--- src/rtl/lpc_periph_multiwin.sv ---
// LPC I/O-cycle peripheral with base/mask decode windows, req/ack back end (SYNC long-wait and
// timeout error) and a capture FIFO of completed cycles. Define LPC_PERIPH_TPM_EN to accept START 0x5.
module lpc_periph_multiwin #(
  parameter int unsigned           NUM_WIN    = 2,
  parameter logic [16*NUM_WIN-1:0] WIN_BASE   = {16'h0080, 16'h002E},
  parameter logic [16*NUM_WIN-1:0] WIN_MASK   = {16'hFFFF, 16'hFFFE},
  parameter int unsigned           WAIT_MAX   = 8,
  parameter int unsigned           FIFO_DEPTH = 4
) (
  input  logic        clk_i,
  input  logic        nrst_i,
  input  logic        lframe_i,
  input  logic [3:0]  lad_i,
  output logic [3:0]  lad_o,
  output logic        lad_oe_o,
  output logic        req_valid_o,
  output logic        req_we_o,
  output logic [15:0] req_addr_o,
  output logic [7:0]  req_wdata_o,
  output logic [2:0]  req_win_o,
  input  logic        req_ready_i,
  input  logic [7:0]  rsp_rdata_i,
  output logic [31:0] cap_data_o,
  output logic        cap_valid_o,
  input  logic        cap_ready_i,
  output logic        cap_ovf_o
);

  localparam int unsigned AW      = $clog2(FIFO_DEPTH);
  localparam logic [7:0]  WaitMax = 8'(WAIT_MAX);
`ifdef LPC_PERIPH_TPM_EN
  localparam logic TpmEn = 1'b1;
`else
  localparam logic TpmEn = 1'b0;
`endif

  localparam logic [3:0] StIdle   = 4'd0;
  localparam logic [3:0] StStart  = 4'd1;
  localparam logic [3:0] StAddr1  = 4'd2;
  localparam logic [3:0] StAddr2  = 4'd3;
  localparam logic [3:0] StAddr3  = 4'd4;
  localparam logic [3:0] StAddr4  = 4'd5;
  localparam logic [3:0] StData1  = 4'd6;
  localparam logic [3:0] StData2  = 4'd7;
  localparam logic [3:0] StTar1   = 4'd8;
  localparam logic [3:0] StTar2   = 4'd9;
  localparam logic [3:0] StSync   = 4'd10;
  localparam logic [3:0] StRdata1 = 4'd11;
  localparam logic [3:0] StRdata2 = 4'd12;
  localparam logic [3:0] StFtar1  = 4'd13;
  localparam logic [3:0] StFtar2  = 4'd14;

  logic [3:0]  state_q, state_d;
  logic        start_ok_q, start_ok_d, tpm_q, tpm_d, we_q, we_d;
  logic [15:0] addr_q, addr_d, full_addr;
  logic [7:0]  data_q, data_d, wait_q, wait_d;
  logic [2:0]  win_q, win_d, hit_win;
  logic        req_valid_q, req_valid_d, ack_q, ack_d, err_q, err_d;
  logic        hit, accept, tar_go, push;

  assign accept    = req_valid_q & req_ready_i;
  // The last address nibble is still on the bus when the decision to enter TAR1 is made.
  assign full_addr = (state_q == StAddr4) ? {addr_q[11:0], lad_i} : addr_q;

  always_comb begin
    hit     = 1'b0;
    hit_win = 3'd0;
    for (int unsigned i = 0; i < NUM_WIN; i++) begin
      if (!hit && ((full_addr & WIN_MASK[16*i +: 16]) ==
                   (WIN_BASE[16*i +: 16] & WIN_MASK[16*i +: 16]))) begin
        hit     = 1'b1;
        hit_win = 3'(i);
      end
    end
  end

  always_comb begin
    state_d     = state_q;
    start_ok_d  = start_ok_q;
    tpm_d       = tpm_q;
    we_d        = we_q;
    addr_d      = addr_q;
    data_d      = data_q;
    wait_d      = wait_q;
    win_d       = win_q;
    req_valid_d = req_valid_q;
    ack_d       = ack_q;
    err_d       = err_q;
    tar_go      = 1'b0;
    case (state_q)
      StStart: begin
        state_d = StIdle;
        if (start_ok_q && lad_i[3:2] == 2'b00) begin
          we_d    = lad_i[1];
          state_d = StAddr1;
        end
      end
      StAddr1: begin addr_d = {addr_q[11:0], lad_i}; state_d = StAddr2; end
      StAddr2: begin addr_d = {addr_q[11:0], lad_i}; state_d = StAddr3; end
      StAddr3: begin addr_d = {addr_q[11:0], lad_i}; state_d = StAddr4; end
      StAddr4: begin
        addr_d = full_addr;
        if (we_q) state_d = StData1;
        else      tar_go  = 1'b1;
      end
      StData1: begin data_d = {data_q[7:4], lad_i}; state_d = StData2; end
      StData2: begin data_d = {lad_i, data_q[3:0]}; tar_go = 1'b1; end
      StTar1:  state_d = StTar2;
      StTar2:  begin state_d = StSync; wait_d = 8'd0; end
      StSync: begin
        if (ack_q || accept) begin
          state_d = we_q ? StFtar1 : StRdata1;
        end else if (wait_q == WaitMax) begin
          err_d       = 1'b1;
          req_valid_d = 1'b0;
          if (!we_q) data_d = 8'hFF;
          state_d     = we_q ? StFtar1 : StRdata1;
        end else begin
          wait_d = wait_q + 8'd1;
        end
      end
      StRdata1: state_d = StRdata2;
      StRdata2: state_d = StFtar1;
      StFtar1:  state_d = StFtar2;
      StFtar2:  state_d = StIdle;
      default:  state_d = StIdle;
    endcase

    if (tar_go) begin
      if (hit) begin
        state_d     = StTar1;
        req_valid_d = 1'b1;
        win_d       = hit_win;
        ack_d       = 1'b0;
        err_d       = 1'b0;
      end else begin
        state_d = StIdle;
      end
    end

    if (accept) begin
      req_valid_d = 1'b0;
      ack_d       = 1'b1;
      if (!we_q) data_d = rsp_rdata_i;
    end

    // LFRAME# low overrides everything: abort and restart START decoding.
    if (!lframe_i) begin
      state_d     = StStart;
      start_ok_d  = (lad_i == 4'h0) || (TpmEn && lad_i == 4'h5);
      tpm_d       = TpmEn && (lad_i == 4'h5);
      req_valid_d = 1'b0;
      ack_d       = 1'b0;
    end
  end

  always_ff @(posedge clk_i or negedge nrst_i) begin
    if (!nrst_i) begin
      state_q     <= StIdle;
      start_ok_q  <= 1'b0;
      tpm_q       <= 1'b0;
      we_q        <= 1'b0;
      addr_q      <= 16'h0;
      data_q      <= 8'h0;
      wait_q      <= 8'h0;
      win_q       <= 3'd0;
      req_valid_q <= 1'b0;
      ack_q       <= 1'b0;
      err_q       <= 1'b0;
    end else begin
      state_q     <= state_d;
      start_ok_q  <= start_ok_d;
      tpm_q       <= tpm_d;
      we_q        <= we_d;
      addr_q      <= addr_d;
      data_q      <= data_d;
      wait_q      <= wait_d;
      win_q       <= win_d;
      req_valid_q <= req_valid_d;
      ack_q       <= ack_d;
      err_q       <= err_d;
    end
  end

  always_comb begin
    lad_o    = 4'h0;
    lad_oe_o = 1'b0;
    case (state_q)
      StSync: begin
        lad_oe_o = 1'b1;
        if (ack_q || accept)       lad_o = 4'h0;
        else if (wait_q == WaitMax) lad_o = 4'hA;
        else                        lad_o = 4'h6;
      end
      StRdata1: begin lad_oe_o = 1'b1; lad_o = data_q[3:0]; end
      StRdata2: begin lad_oe_o = 1'b1; lad_o = data_q[7:4]; end
      StFtar1:  begin lad_oe_o = 1'b1; lad_o = 4'hF; end
      default:  ;
    endcase
  end

  assign req_valid_o = req_valid_q;
  assign req_we_o    = we_q;
  assign req_addr_o  = addr_q;
  assign req_wdata_o = data_q;
  assign req_win_o   = win_q;

  // Capture FIFO; next-state data/err are used so a write that errors in SYNC logs err=1.
  logic [31:0] mem_q [FIFO_DEPTH];
  logic [AW:0] wptr_q, rptr_q;
  logic        ovf_q, empty, full, pop, do_push;
  logic [31:0] cap_in;

  assign push    = (state_d == StFtar1);
  assign cap_in  = {4'h0, addr_q, data_d, err_d, tpm_q, ~we_q, 1'b1};
  assign empty   = (wptr_q == rptr_q);
  assign full    = (wptr_q[AW] != rptr_q[AW]) && (wptr_q[AW-1:0] == rptr_q[AW-1:0]);
  assign pop     = !empty && cap_ready_i;
  assign do_push = push && (!full || pop);

  always_ff @(posedge clk_i or negedge nrst_i) begin
    if (!nrst_i) begin
      for (int unsigned i = 0; i < FIFO_DEPTH; i++) mem_q[i] <= 32'h0;
      wptr_q <= '0;
      rptr_q <= '0;
      ovf_q  <= 1'b0;
    end else begin
      if (do_push) begin
        mem_q[wptr_q[AW-1:0]] <= cap_in;
        wptr_q                <= wptr_q + (AW+1)'(1);
      end
      if (pop) rptr_q <= rptr_q + (AW+1)'(1);
      if (push && full && !pop) ovf_q <= 1'b1;
    end
  end

  assign cap_valid_o = !empty;
  assign cap_data_o  = empty ? 32'h0 : mem_q[rptr_q[AW-1:0]];
  assign cap_ovf_o   = ovf_q;

endmodule
--- config.mk ---
export PLATFORM = sky130hd
export DESIGN_NAME = lpc_periph_multiwin
export DESIGN_NICKNAME = d
export VERILOG_FILES = /design/src/rtl/lpc_periph_multiwin.sv
export SDC_FILE = /design/constraint.sdc
export NUM_CORES = 1
export LEC_CHECK = 0
export ABC_AREA = 1
export CAP_MARGIN = 0
export CORE_ASPECT_RATIO = 0.6
export CORE_MARGIN = 2
export CORE_UTILIZATION = 50
export CTS_CLUSTER_DIAMETER = 60
export DETAILED_ROUTE_END_ITERATION = 16
export DONT_BUFFER_PORTS = 1
export GPL_TIMING_DRIVEN = 0
export SLEW_MARGIN = 15
export SYNTH_ARGS = -nofsm -noshare
export SYNTH_HDL_FRONTEND = slang
export SYNTH_SLANG_ARGS = --single-unit
--- constraint.sdc ---
create_clock -name clk_i -period 6 [get_ports clk_i]
set_input_delay 1.2 -clock clk_i [delete_from_list [all_inputs] [get_ports clk_i]]
set_output_delay 1.2 -clock clk_i [all_outputs]
set_load 0.01 [all_outputs]
# Yosys cells after proc, flatten, opt, wreduce, memory -nomap -nowiden
# Cells that the tools add are included.
# classes
addsub	3
multipliers	0
n_div	0
magnitude_cmp	3
n_eq_ne	24
shifts	0
n_mux	52
n_bitwise	4
n_reduce_logical	24
# ops
cell	count
128-bit bitwise mux	1
32-bit two-way mux	4
32-bit binary-select mux with 2-bit select	1
32-bit demux with 2-bit select	1
8-bit two-way mux	7
4-bit case mux with 13 select lines	1
4-bit two-way mux	8
16-bit case mux with 2 select lines	1
4-bit equality test, second input constant	7
8-bit case mux with 3 select lines	1
1-bit two-way mux	21
16-bit by 8-bit equality test with 1-bit output, second input constant	1
4-bit by 3-bit equality test with 1-bit output, second input constant	4
16-bit two-way mux	1
4-bit case mux with 4 select lines	1
8-bit case mux with 2 select lines	1
15-bit by 5-bit equality test with 1-bit output, second input constant	1
8-bit by 1-bit adder with 8-bit output, second input constant	1
4-bit by 2-bit equality test with 1-bit output, second input constant	2
8-bit by 4-bit equality test with 1-bit output, second input constant	1
1-bit logical AND	8
3-bit by 1-bit adder with 3-bit output, second input constant	2
3-bit greater-or-equal comparator, second input constant	2
3-bit by 1-bit inequality test with 1-bit output, second input constant	2
21 further kinds	30
# word_totals
ff_bits	179
latchBits	0
mem_bits_rw	0
mem_bits_ro	0
out_inout_bits	68
n_memories	0

# Logic depth before layout (Yosys ltp)
# logic_depth
word_depth	13
ltp_mapped	16
depth_no_buf	14

# Worst setup path before layout
# Ideal clock, no wire load.
# synth_path
kind	input port to output port
from	input port req_ready_i
to	output port lad_o[3]
t_arrival_ps	1921
slack_ps	2879
cell_stages	7
path_buffers	0
path_cell_list	nand2_1 -> inv_1 -> nor2_1 -> nand2_4 -> nor2_1 -> a21oi_1 -> nand2_1
# synth_between
elab_chain_cells	4
# synth_lines
item	line	source
start, declared	21	input logic req_ready_i,
1-bit bitwise AND	61	assign accept = req_valid_q & req_ready_i;
1-bit logical OR	191	if (ack_q || accept) lad_o = 4'h0;
4-bit two-way mux	191	
4-bit case mux with 4 select lines	188	case (state_q)
end, declared	14	output logic [3:0] lad_o,
# No other way between the ends.

# Worst setup path in the final report
# layout_path
from	register rptr_q[0]
to	output port cap_data_o[14]
# layout_between
elab_chain_cells	5
word_cells_on_any_way	6
# layout_lines
item	line	source
start, declared	210	logic [AW:0] wptr_q, rptr_q;
start signal, assigned	232	if (pop) rptr_q <= rptr_q + (AW+1)'(1);
2-bit NOT with 3-bit output (implied by the code)	238	assign cap_data_o = empty ? 32'h0 : mem_q[rptr_q[AW-1:0]];
32-bit binary-select mux with 2-bit select	238	
32-bit two-way mux (implied by the code) (2 in a row)	238	
32-bit two-way mux (*)	238	
end, declared	23	output logic [31:0] cap_data_o,
# Every way passes the cells marked *; elsewhere a longest branch is shown, timed or not. The select of a mux whose other input is x is not followed.

==> out/results.txt <==
Reg clk slew, reported paths -> 0.07 ns
Setup TNS Final -> 0 ns
Clock share of power -> 33.2%
DIE HEIGHT -> 105 um
Fin nets -> 1148
Max Freq -> 262 MHz
Dominant synthesized flop cell -> dfrtp_1
Core area -> 16400 um^2
Dpl hpwl -> 18.9 mm
Max stage delay on crit path -> 0.57 ns
Setup WS post-layout -> 2.19 ns
Clock Sinks -> 157
EDFF count, synth -> 0
Post-synthesis cell type count -> 45
Hold crit path type -> primary input to async pin
GRT Overall Usage -> 31.7%
Worst EP required -> 4.80 ns
CTS tree -> yes
Total Routed Length -> 27.5 mm
MaxCap Viol Count -> 0
Clock Skew -> 0.0126 ns
Residual DRC count -> 0
Seq cells post-synth -> 157
Placement Setup Slack -> 2.62 ns
DR iter-0 viols -> 922
Vias in the first global route -> 7349
Static Leak -> 4.97 nW
H-tree Lvls -> 4
Psw -> 1.29 mW
First-pass DRT Iterations -> 6
Pin count of the biggest net entering global routing -> 158
Power Dens Cells -> 347 nW/um^2
Critical path, cell by cell -> clkbuf_1, buf_1, nor2_1, o32ai_1, nand2_1, inv_1
Final instance area -> 9380 um^2
Ys Warns -> 0
Least-Margin Pin Slew -> 0.976 ns
Area post-placement -> 8810 um^2
Die extent in x -> 172 um
Power share of the combinational group -> 31.4%
Outcome -> finished clean
FP Rows -> 36
Mapped cell area -> 8500 um^2
Most common cell after layout, fill and taps aside -> nand2_1
Grt total ovfl -> 0
FFs w/ async S/R, synth -> 100%
RSZ-0062 raised after global routing -> false
Crit Path Max Fanout -> 10
Crit end category -> primary output
Setup Viol. Count Final -> 0
Worst slew margin -> 34.4%
Synthesis-to-layout area growth -> 10.4%
Critical path class -> flop to primary output
Cts repair resizes -> 0
Critical path's slowest cell -> buf_1
Fill cell count -> 1629
WL/cell -> 20.1 um
CP startpoint kind -> flop
Initial antenna violation count -> 0
Final Max Slew Viols -> 0
Vias -> 7846
Post-CTS Setup Inserts -> 0
Layout cells sized above 1 -> 9.67%
ANT cells -> 0
Initial Util -> 51.7%
Die ar. -> 18100 um^2
Seq pwr share -> 35.4%
Max VDD drop -> 0.285 mV
Worst-Skew Late Latency -> 0.44 ns
Maximum clock insertion buffer count -> 2
Post-Synthesis Cells -> 1099
Gpl congestion -> 0.895
Sequential share of the synthesized area -> 46.2%
Most frequent cells in the layout -> nand2_1, dfrtp_1, nor2_1, nand4_1, inv_1
CP Data Arrival Time -> 2.61 ns
IO Port Bufs -> 0
Root buf cell -> clkbuf_16
Post-route ant nets -> 0
Reg-to-reg slack, setup -> 3.24 ns
Tmin final -> 3.81 ns
Final worst-path cycle share -> 63.5%
Switch share -> 39.8%
Drt via density -> 5.75
P_int -> 1.96 mW
Inserted Clock Buffers -> 17
Fin. Hold Viols -> 0
Wire length of the first global-routing pass -> 43.0 mm
Avg Inst Size Synth -> 7.74 um^2
Post-CTS Hold Fix Bufs -> 0
Total I/O pin count -> 85
==> layout make-up <==
class                      instances  area (um^2)  area share (%)
buffer                            94          533            5.68
clock buffer                      18          439            4.68
clock inverter                    14          134            1.43
inverter                          80          300            3.20
multi-input combinational        774         3760            40.1
sequential                       157         3930            41.9
tap                              228          285            3.04
==> state kept, by name, summed over array words and instances, names as in the netlist, 3 cells and up <==
name,count
mem_q,108
req_wdata_o,8
rptr_q,3
req_addr_o,16
state_q,4
wptr_q,3
wait_q,8
==> metrics by stage <==
step,hold WS [ns],total power [mW],utilization (%),instances
3_3_place_gp,0.440,2.17,53.6,1333
6_report,0.455,3.26,57.1,1365
4_1_cts,0.448,3.24,57.1,1365
3_5_place_dp,0.446,2.18,53.6,1333
2_1_floorplan,0.423,1.86,-,1105
5_1_grt,0.449,3.42,57.1,1365
==> power groups by stage <==
stage / clock (mW) / combinational [mW] / sequential [mW]
2_1_floorplan: 0 / 0.718 / 1.15
3_3_place_gp: 0 / 1.00 / 1.17
3_5_place_dp: 0 / 1.01 / 1.17
4_1_cts: 1.08 / 1.01 / 1.15
5_1_grt: 1.13 / 1.14 / 1.16
6_report: 1.08 / 1.02 / 1.15
==> worst paths after layout <==
kind                                  startpoint                     to  depth (start not counted)
max in group asynchronous                 nrst_i  rptr_q[2]$_DFFE_PN0P_                          0
setup reg to reg           rptr_q[0]$_DFFE_PN0P_  mem_q[37]$_DFFE_PN0P_                         10
min in group clk_i         mem_q[32]$_DFFE_PN0P_  mem_q[32]$_DFFE_PN0P_                          2
hold reg to reg            mem_q[32]$_DFFE_PN0P_  mem_q[32]$_DFFE_PN0P_                          2
setup / recovery           rptr_q[0]$_DFFE_PN0P_         cap_data_o[14]                          6
hold / removal                            nrst_i  wait_q[7]$_DFFE_PN0P_                          0
==> critical path: cells and delay by family, from the launching register on <==
kind	cells	cell delay (ns)
AO/OA/AOI/OAI	1	0.36
flip-flops	1	0.41
buffers and inverters	3	1.18
AND/OR/NAND/NOR	2	0.23
==> logic make-up (layout without fill, tap and decap cells) <==
family                     count (synthesis)  count (layout)  synth area share, %
DFF                                      157             157                 46.2
buffers and inverters                    174             206                 9.80
adders and majority gates                  7               7                 1.03
other                                      1               7               0.0441
AOI/OAI and AO/OA                        109             109                 7.92
xor gates and xnor gates                   6               6                0.618
muxes                                      4               4                0.530
and+or+nand+nor                          641             641                 33.9
==> cell usage after synthesis, types with 2 or more instances <==
master    instances  area (um^2)
a21oi_1          12         60.1
and3_1            2         12.5
buf_1            10         37.5
buf_2            15         75.1
buf_4            24          180
buf_6             8         90.1
clkbuf_1         36          135
dfrtp_1         157         3930
ha_1              7         87.6
inv_1            74          278
inv_2             5         18.8
mux2_2            4         45.0
nand2_1         367         1380
nand2_2           3         18.8
nand2_4           2         22.5
nand3_1          26          130
nand3_4           4         70.1
nand4_1         108          676
nor2_1          112          420
nor2_2            2         12.5
nor2_4            3         33.8
nor3_1            5         25.0
o21ai_0          60          300
o21ai_1           3         15.0
o32ai_1          26          228
xnor2_1           3         26.3
xor2_1            3         26.3
==> routing by layer <==
metal / routed length, um / vias up / global-route usage [%]
met1: 13500 / 3785 / 49.9
li1: - / 3651 / -
met3: 2870 / 24 / 9.36
met4: 293 / 0 / 6.60
met2: 10800 / 386 / 42.4
met5: 0 / - / 0
Power figures use the tool's default switching activity.
